File: src/rtl/sd_arbiter_if.sv
// sd_arbiter bundle: two sector requesters plus the SD controller and
// sector-buffer paths. slave = arbiter view, master = requesters/controller.
interface sd_arbiter_if;
  logic        req0_rd;
  logic        req0_wr;
  logic        req1_rd;
  logic        req1_wr;
  logic [31:0] req0_lba;
  logic [31:0] req1_lba;
  logic        req0_wr_en;
  logic        req1_wr_en;
  logic [8:0]  req0_wr_addr;
  logic [8:0]  req1_wr_addr;
  logic [7:0]  req0_wr_data;
  logic [7:0]  req1_wr_data;
  logic [8:0]  req0_rd_addr;
  logic [8:0]  req1_rd_addr;
  logic        gnt0;
  logic        gnt1;
  logic        done0;
  logic        done1;
  logic        err0;
  logic        err1;
  logic [7:0]  rd_data;
  logic [31:0] sd_lba;
  logic        sd_rd_req;
  logic        sd_wr_req;
  logic        sd_wr_en;
  logic [8:0]  sd_wr_addr;
  logic [7:0]  sd_wr_data;
  logic [8:0]  sd_rd_addr;
  logic [7:0]  sd_rd_data;
  logic        sd_busy;
  logic        sd_done;

  modport slave (
    input  req0_rd, req0_wr, req1_rd, req1_wr,
    input  req0_lba, req1_lba,
    input  req0_wr_en, req1_wr_en,
    input  req0_wr_addr, req1_wr_addr,
    input  req0_wr_data, req1_wr_data,
    input  req0_rd_addr, req1_rd_addr,
    input  sd_rd_data, sd_busy, sd_done,
    output gnt0, gnt1, done0, done1, err0, err1,
    output rd_data, sd_lba, sd_rd_req, sd_wr_req,
    output sd_wr_en, sd_wr_addr, sd_wr_data, sd_rd_addr
  );

  modport master (
    output req0_rd, req0_wr, req1_rd, req1_wr,
    output req0_lba, req1_lba,
    output req0_wr_en, req1_wr_en,
    output req0_wr_addr, req1_wr_addr,
    output req0_wr_data, req1_wr_data,
    output req0_rd_addr, req1_rd_addr,
    output sd_rd_data, sd_busy, sd_done,
    input  gnt0, gnt1, done0, done1, err0, err1,
    input  rd_data, sd_lba, sd_rd_req, sd_wr_req,
    input  sd_wr_en, sd_wr_addr, sd_wr_data, sd_rd_addr
  );
endinterface

File: src/rtl/sd_arbiter.sv
// Round-robin owner of the SD sector controller for two requesters.
// Ports: clk, rst (async, active-high), bus (sd_arbiter_if.slave).
module sd_arbiter #(
  parameter logic [23:0] TIMEOUT_CYCLES = 24'd5_000_000,
  parameter int          SECTOR_BYTES   = 512
) (
  input logic         clk,
  input logic         rst,
  sd_arbiter_if.slave bus
);
  typedef enum logic [2:0] {
    IDLE, LOAD, ISSUE, WAIT, HOLD
  } state_t;

  localparam logic [9:0] LAST_STB =
    10'(SECTOR_BYTES - 1);
  localparam logic [23:0] TMO_LAST =
    TIMEOUT_CYCLES - 24'd1;

  state_t      state;
  logic        owner;
  logic        op_rd;
  logic        last_owner;
  logic [9:0]  strobes;
  logic [23:0] tmo;

  logic       pend0;
  logic       pend1;
  logic       pick;
  logic       pick_rd;
  logic       own_rd;
  logic       own_wr;
  logic       own_wen;
  logic [8:0] own_waddr;
  logic [8:0] own_raddr;
  logic [7:0] own_wdata;

  assign pend0 = bus.req0_rd | bus.req0_wr;
  assign pend1 = bus.req1_rd | bus.req1_wr;
  // On contention the port that did not own last wins.
  assign pick = (pend0 & pend1) ? ~last_owner : pend1;
  assign pick_rd = pick ? bus.req1_rd : bus.req0_rd;

  always_comb begin
    if (owner) begin
      own_rd    = bus.req1_rd;
      own_wr    = bus.req1_wr;
      own_wen   = bus.req1_wr_en;
      own_waddr = bus.req1_wr_addr;
      own_wdata = bus.req1_wr_data;
      own_raddr = bus.req1_rd_addr;
    end else begin
      own_rd    = bus.req0_rd;
      own_wr    = bus.req0_wr;
      own_wen   = bus.req0_wr_en;
      own_waddr = bus.req0_wr_addr;
      own_wdata = bus.req0_wr_data;
      own_raddr = bus.req0_rd_addr;
    end
  end

  // A strobe from an owner that has just dropped wr is an abort cycle.
  assign bus.sd_wr_en =
    (state == LOAD) & own_wr & own_wen;
  assign bus.sd_wr_addr =
    (state == LOAD) ? own_waddr : '0;
  assign bus.sd_wr_data =
    (state == LOAD) ? own_wdata : '0;
  assign bus.sd_rd_addr =
    (state == HOLD) ? own_raddr : '0;
  assign bus.rd_data = bus.sd_rd_data;

  always_ff @(posedge clk or posedge rst) begin
    if (rst) begin
      state      <= IDLE;
      owner      <= 1'b0;
      op_rd      <= 1'b0;
      last_owner <= 1'b1;
      strobes    <= '0;
      tmo        <= '0;
      bus.gnt0   <= 1'b0;
      bus.gnt1   <= 1'b0;
      bus.done0  <= 1'b0;
      bus.done1  <= 1'b0;
      bus.err0   <= 1'b0;
      bus.err1   <= 1'b0;
      bus.sd_rd_req <= 1'b0;
      bus.sd_wr_req <= 1'b0;
      bus.sd_lba    <= '0;
    end else begin
      bus.done0     <= 1'b0;
      bus.done1     <= 1'b0;
      bus.err0      <= 1'b0;
      bus.err1      <= 1'b0;
      bus.sd_rd_req <= 1'b0;
      bus.sd_wr_req <= 1'b0;
      unique case (state)
        IDLE: begin
          if (pend0 | pend1) begin
            owner      <= pick;
            last_owner <= pick;
            op_rd      <= pick_rd;
            bus.gnt0   <= ~pick;
            bus.gnt1   <= pick;
            bus.sd_lba <= pick ? bus.req1_lba
                               : bus.req0_lba;
            strobes    <= '0;
            state      <= pick_rd ? ISSUE : LOAD;
          end
        end
        LOAD: begin
          if (!own_wr) begin
            bus.gnt0 <= 1'b0;
            bus.gnt1 <= 1'b0;
            state    <= IDLE;
          end else if (own_wen) begin
            strobes <= strobes + 10'd1;
            if (strobes == LAST_STB)
              state <= ISSUE;
          end
        end
        ISSUE: begin
          if (!bus.sd_busy) begin
            bus.sd_rd_req <= op_rd;
            bus.sd_wr_req <= ~op_rd;
            tmo           <= '0;
            state         <= WAIT;
          end
        end
        WAIT: begin
          // Completion takes priority over a same-cycle expiry.
          if (bus.sd_done) begin
            bus.done0 <= ~owner;
            bus.done1 <= owner;
            if (op_rd) begin
              state <= HOLD;
            end else begin
              bus.gnt0 <= 1'b0;
              bus.gnt1 <= 1'b0;
              state    <= IDLE;
            end
          end else if (tmo == TMO_LAST) begin
            bus.err0 <= ~owner;
            bus.err1 <= owner;
            bus.gnt0 <= 1'b0;
            bus.gnt1 <= 1'b0;
            state    <= IDLE;
          end else begin
            tmo <= tmo + 24'd1;
          end
        end
        HOLD: begin
          if (!own_rd) begin
            bus.gnt0 <= 1'b0;
            bus.gnt1 <= 1'b0;
            state    <= IDLE;
          end
        end
        default: state <= IDLE;
      endcase
    end
  end
endmodule

File: src/flat_wrapper.sv
// flat-port wrapper written by rule: the top's interface ports become plain ports
module sd_arbiter_flat 
#(
  parameter logic [23:0] TIMEOUT_CYCLES = 24'd5_000_000,
  parameter int          SECTOR_BYTES   = 512
)
  (clk, rst, bus_req0_rd, bus_req0_wr, bus_req1_rd, bus_req1_wr, bus_req0_lba, bus_req1_lba, bus_req0_wr_en, bus_req1_wr_en, bus_req0_wr_addr, bus_req1_wr_addr, bus_req0_wr_data, bus_req1_wr_data, bus_req0_rd_addr, bus_req1_rd_addr, bus_sd_rd_data, bus_sd_busy, bus_sd_done, bus_gnt0, bus_gnt1, bus_done0, bus_done1, bus_err0, bus_err1, bus_rd_data, bus_sd_lba, bus_sd_rd_req, bus_sd_wr_req, bus_sd_wr_en, bus_sd_wr_addr, bus_sd_wr_data, bus_sd_rd_addr);
  sd_arbiter_if bus_i ();
  input logic clk;
  input logic rst;
  input wire logic [$bits(bus_i.req0_rd)-1:0] bus_req0_rd;
  input wire logic [$bits(bus_i.req0_wr)-1:0] bus_req0_wr;
  input wire logic [$bits(bus_i.req1_rd)-1:0] bus_req1_rd;
  input wire logic [$bits(bus_i.req1_wr)-1:0] bus_req1_wr;
  input wire logic [$bits(bus_i.req0_lba)-1:0] bus_req0_lba;
  input wire logic [$bits(bus_i.req1_lba)-1:0] bus_req1_lba;
  input wire logic [$bits(bus_i.req0_wr_en)-1:0] bus_req0_wr_en;
  input wire logic [$bits(bus_i.req1_wr_en)-1:0] bus_req1_wr_en;
  input wire logic [$bits(bus_i.req0_wr_addr)-1:0] bus_req0_wr_addr;
  input wire logic [$bits(bus_i.req1_wr_addr)-1:0] bus_req1_wr_addr;
  input wire logic [$bits(bus_i.req0_wr_data)-1:0] bus_req0_wr_data;
  input wire logic [$bits(bus_i.req1_wr_data)-1:0] bus_req1_wr_data;
  input wire logic [$bits(bus_i.req0_rd_addr)-1:0] bus_req0_rd_addr;
  input wire logic [$bits(bus_i.req1_rd_addr)-1:0] bus_req1_rd_addr;
  input wire logic [$bits(bus_i.sd_rd_data)-1:0] bus_sd_rd_data;
  input wire logic [$bits(bus_i.sd_busy)-1:0] bus_sd_busy;
  input wire logic [$bits(bus_i.sd_done)-1:0] bus_sd_done;
  output wire logic [$bits(bus_i.gnt0)-1:0] bus_gnt0;
  output wire logic [$bits(bus_i.gnt1)-1:0] bus_gnt1;
  output wire logic [$bits(bus_i.done0)-1:0] bus_done0;
  output wire logic [$bits(bus_i.done1)-1:0] bus_done1;
  output wire logic [$bits(bus_i.err0)-1:0] bus_err0;
  output wire logic [$bits(bus_i.err1)-1:0] bus_err1;
  output wire logic [$bits(bus_i.rd_data)-1:0] bus_rd_data;
  output wire logic [$bits(bus_i.sd_lba)-1:0] bus_sd_lba;
  output wire logic [$bits(bus_i.sd_rd_req)-1:0] bus_sd_rd_req;
  output wire logic [$bits(bus_i.sd_wr_req)-1:0] bus_sd_wr_req;
  output wire logic [$bits(bus_i.sd_wr_en)-1:0] bus_sd_wr_en;
  output wire logic [$bits(bus_i.sd_wr_addr)-1:0] bus_sd_wr_addr;
  output wire logic [$bits(bus_i.sd_wr_data)-1:0] bus_sd_wr_data;
  output wire logic [$bits(bus_i.sd_rd_addr)-1:0] bus_sd_rd_addr;
  assign bus_i.req0_rd = bus_req0_rd;
  assign bus_i.req0_wr = bus_req0_wr;
  assign bus_i.req1_rd = bus_req1_rd;
  assign bus_i.req1_wr = bus_req1_wr;
  assign bus_i.req0_lba = bus_req0_lba;
  assign bus_i.req1_lba = bus_req1_lba;
  assign bus_i.req0_wr_en = bus_req0_wr_en;
  assign bus_i.req1_wr_en = bus_req1_wr_en;
  assign bus_i.req0_wr_addr = bus_req0_wr_addr;
  assign bus_i.req1_wr_addr = bus_req1_wr_addr;
  assign bus_i.req0_wr_data = bus_req0_wr_data;
  assign bus_i.req1_wr_data = bus_req1_wr_data;
  assign bus_i.req0_rd_addr = bus_req0_rd_addr;
  assign bus_i.req1_rd_addr = bus_req1_rd_addr;
  assign bus_i.sd_rd_data = bus_sd_rd_data;
  assign bus_i.sd_busy = bus_sd_busy;
  assign bus_i.sd_done = bus_sd_done;
  assign bus_gnt0 = bus_i.gnt0;
  assign bus_gnt1 = bus_i.gnt1;
  assign bus_done0 = bus_i.done0;
  assign bus_done1 = bus_i.done1;
  assign bus_err0 = bus_i.err0;
  assign bus_err1 = bus_i.err1;
  assign bus_rd_data = bus_i.rd_data;
  assign bus_sd_lba = bus_i.sd_lba;
  assign bus_sd_rd_req = bus_i.sd_rd_req;
  assign bus_sd_wr_req = bus_i.sd_wr_req;
  assign bus_sd_wr_en = bus_i.sd_wr_en;
  assign bus_sd_wr_addr = bus_i.sd_wr_addr;
  assign bus_sd_wr_data = bus_i.sd_wr_data;
  assign bus_sd_rd_addr = bus_i.sd_rd_addr;
  sd_arbiter #(.TIMEOUT_CYCLES(TIMEOUT_CYCLES), .SECTOR_BYTES(SECTOR_BYTES)) u_core (.clk(clk), .rst(rst), .bus(bus_i));
endmodule
File: config.mk
export PLATFORM = sky130hd
export DESIGN_NAME = sd_arbiter_flat
export DESIGN_NICKNAME = d
export VERILOG_FILES = /design/src/rtl/sd_arbiter_if.sv /design/src/rtl/sd_arbiter.sv /design/src/flat_wrapper.sv
export SDC_FILE = /design/constraint.sdc
export NUM_CORES = 1
export LEC_CHECK = 0
export ABC_AREA = 1
export CAP_MARGIN = 20
export CORE_MARGIN = 5
export CORE_UTILIZATION = 43
export CTS_BUF_LIST = sky130_fd_sc_hd__clkbuf_16
export DETAILED_ROUTE_END_ITERATION = 6
export PLACE_DENSITY = 0.81
export SYNTH_ARGS = -nofsm -noshare
export SYNTH_HDL_FRONTEND = slang
export SYNTH_SLANG_ARGS = --single-unit
export TNS_END_PERCENT = 100
File: constraint.sdc
create_clock -name clk -period 3.6 [get_ports clk]
set_input_delay 1.08 -clock clk [delete_from_list [all_inputs] [get_ports clk]]
set_output_delay 1.08 -clock clk [all_outputs]
set_load 0.05 [all_outputs]
==> impl_metrics.yaml <==
status:
  status: "completed"
timing:
  setup_violations: 0
  worst_pin_slew_ns: 1.01
  maxSlewViolCount: 0
  rsz0062_at_grt: "no"
  max_freq_ghz: 0.293
  period_share: 0.948
  fin_crit_ns: 3.41
  hold_viol: 0
  final.setup.tns_ns: 0
  skew_ns: 0.00656
  layout_setup_ws_ns: 0.188
  maxSlewHeadroom: 0.327
clocking:
  cts_root_buffer: "clkbuf_16"
  cts_tree: "done"
  clock-sinks: 80
  h-tree-depth: 3
  cts_buffers: 9
  clkTransAtPathRegs_ns: 0.06
  cts_buffer_depth: 2
  post_cts.repair.setup_buffers: 0
  cts_resized: 0
  hold_buffers: 0
  clkLatencyLatePin_ns: 0.34
hold_path:
  holdCritPathClass: "reg2reg"
  min-delay-start: "u_core.op_rd$_DFFE_PP0P_"
grt:
  antenna_found_initial: 0
  grt_max_degree: 38
  use_met1: 0.287
  use_met2: 0.409
  grt_pass1_wl_um: 25100
  overflow: 0
  grt.met3_usage: 0.0466
  grt_pass1_vias: 5116
  track_usage: 0.234
  busiest_layer: "met2"
detailed_routing:
  vias: 5415
  ant_nets: 0
  dr.first_iter.drc_count: 330
  drt_wl_total_um: 16600
  drtPass1Iterations: 5
  wl_per_cell_um: 15.8
  avgViaCountPerCell: 5.16
  route.detailed.drc: 0
worst_setup_path:
  worstSetupPathType: "in2out"
  timing.rr.start: "u_core.state[0]$_DFFE_PP0P_"
  path_cells: "clkdlybuf4s50_1 > inv_1 > nand2_1 > o21ai_0 > nor2_2 > nand2_1 > inv_1 > buf_12"
  worstPathRequired_ns: 2.52
  worst_setup_path_end_kind: "output port"
  crit_slowest_cell: "clkdlybuf4s50_1"
  slowest_delay_ns: 0.48
  cp-start-kind: "primary input"
  crit_start: "bus_req1_wr"
  arrival_ns: 2.33
  crit_fanout: 4
floorplanning:
  dieHeight_um: 117
  pin_count: 209
  core_area_um2: 11300
  row_count: 39
  start_util: 0.433
  die_x_um: 117
  die-area_um2: 13600
logic_synthesis:
  synth_area_per_cell_um2: 6.72
  syn_nets: 863
  synth-seq-cells: 80
  synthArstFlopShare: 1.00
  yosys_warnings: 0
  syn_inst: 727
  ys_seq_area_frac: 0.410
  synth_area_um2: 4880
  synthFlopType: "dfrtp_1"
  synth_edf_count: 0
  synth_cell_type_count: 31
power:
  powerDensity_nw_per_um2: 757
  leakagePower_nw: 3.25
  ir_drop_mv: 0.567
  share_comb_of_total_power: 0.582
  seqPwrFrac: 0.232
  clockPowerShare: 0.187
  internal_power_mw: 2.92
  switching_share: 0.483
  p_switching_mw: 2.73
layout:
  layout.cells.non_filler: 1050
  drive_above_1_share: 0.0827
  area_delta_synth_final_pct: 53.0
  nNetsFinal: 1038
  diodes: 0
  fillers: 937
place:
  dpl.hpwl_um: 12600
  place_inst: 1034
  gp_congestion: 0.960
  port_buffers: 192
  dp_slack_ns: 0.245
flow_run:
  cap_violations: 0
[worst max-delay path, delay by kind of cell]
family	cells	cell delay, ns
AOI/OAI and AO/OA	1	0.11
buffers and inverters	4	0.79
and+or+nand+nor	3	0.35
[synthesized netlist by cell type, types with 3 or more instances]
cell type | count | area share
o21ai_0 | 10 | 0.010
inv_1 | 37 | 0.028
o21ai_1 | 9 | 0.0092
dfrtp_1 | 79 | 0.40
buf_2 | 13 | 0.013
a21oi_1 | 93 | 0.095
xor2_1 | 5 | 0.0090
o21bai_1 | 3 | 0.0046
nor2_2 | 4 | 0.0051
nand2_1 | 251 | 0.19
nor4_1 | 3 | 0.0038
clkbuf_1 | 8 | 0.0061
nand3_1 | 35 | 0.036
buf_4 | 11 | 0.017
inv_2 | 8 | 0.0061
nor2_1 | 106 | 0.081
buf_1 | 3 | 0.0023
nand2_2 | 3 | 0.0038
nand4_1 | 15 | 0.019
nor3_1 | 13 | 0.013
xnor2_1 | 4 | 0.0072
[flip-flops by register name (all words and copies together) (netlist names)]
signal                flops
u_core.state              3
u_core.bus.err0           1
u_core.strobes           10
u_core.bus.gnt1           1
u_core.tmo               24
u_core.bus.err1           1
u_core.bus.sd_lba        32
u_core.bus.done1          1
u_core.bus.gnt0           1
u_core.op_rd              1
u_core.bus.sd_wr_req      1
u_core.owner              1
u_core.last_owner         1
u_core.bus.done0          1
u_core.bus.sd_rd_req      1
[worst paths after layout]
kind / slack, ns / to / depth (start not counted)
setup / recovery: 0.19 / bus_sd_wr_en / 8
hold / removal: 0.44 / u_core.bus.sd_wr_req$_DFF_PP0_ / 1
setup reg to reg: 1.38 / u_core.strobes[6]$_DFFE_PP0P_ / 9
hold reg to reg: 0.44 / u_core.bus.sd_wr_req$_DFF_PP0_ / 1
max in group asynchronous: 1.89 / u_core.bus.sd_lba[20]$_DFFE_PP0P_ / 3
min in group asynchronous: 1.09 / u_core.tmo[17]$_DFFE_PP0P_ / 2
[kinds of logic (layout without fill, tap and decap cells)]
| kind of cell | Yosys count | in the layout | synth area share |
|---|---|---|---|
| flip-flops | 80 | 80 | 0.410 |
| buffers and inverters | 83 | 263 | 0.0791 |
| AO/OA/AOI/OAI | 117 | 117 | 0.122 |
| adder cells (fa/ha/maj) | 2 | 2 | 0.00512 |
| AND/OR/NAND/NOR | 436 | 436 | 0.367 |
| XOR/XNOR | 9 | 9 | 0.0161 |
[layout by cell type (no fill, tap or decap), types with 2 or more instances in the layout]
cell type,Yosys,routed
a21oi_1,93,93
buf_12,0,28
buf_4,11,8
bufinv_16,0,3
clkbuf_16,0,9
clkdlybuf4s50_1,0,165
clkinv_2,0,2
clkinvlp_4,0,2
dfrtp_1,79,79
ha_1,2,2
inv_1,37,36
inv_2,8,8
nand2_1,251,251
nand2_2,3,3
nand2_4,2,2
nand3_1,35,35
nand3_2,2,2
nand4_1,15,15
nor2_1,106,106
nor2_2,4,4
nor3_1,13,13
nor4_1,3,3
o21ai_0,10,10
o21ai_1,9,8
o21bai_1,3,3
xnor2_1,4,4
xor2_1,5,5
[area by class of cell]
type | count | area [µm²] | share of cell area
clock buffer | 9 | 225 | 0.0301
clock inverter | 7 | 119 | 0.0159
inverter | 46 | 176 | 0.0236
multi-input combinational | 564 | 2500 | 0.334
sequential | 80 | 2000 | 0.268
tap | 143 | 179 | 0.0239
timing repair buffer | 201 | 2270 | 0.304
[power by group through the flow]
stage	Clock [mW]	Combinational, mW	Sequential [mW]
floorplan	0	1.44	2.01
global placement	0	3.24	1.31
detailed placement	0	3.28	1.32
CTS	1.06	3.31	1.31
global route	1.11	3.51	1.35
finish	1.06	3.29	1.31
[metal layers]
metal | vias up | share of wire
met4 | 0 | 0.028
met2 | 211 | 0.50
met1 | 2480 | 0.39
met5 | - | 0
li1 | 2688 | -
met3 | 36 | 0.078
[per-stage QoR]
step	cell area [µm²]	hold WS (ns)	util	power [mW]
6_report	7470	0.436	0.663	5.66
5_1_grt	7470	0.459	0.663	5.97
4_1_cts	7470	0.437	0.663	5.68
3_5_place_dp	7130	0.424	0.632	4.61
3_3_place_gp	7130	0.425	0.632	4.56
2_1_floorplan	4880	0.409	-	3.45
Power figures use the tool's default switching activity.
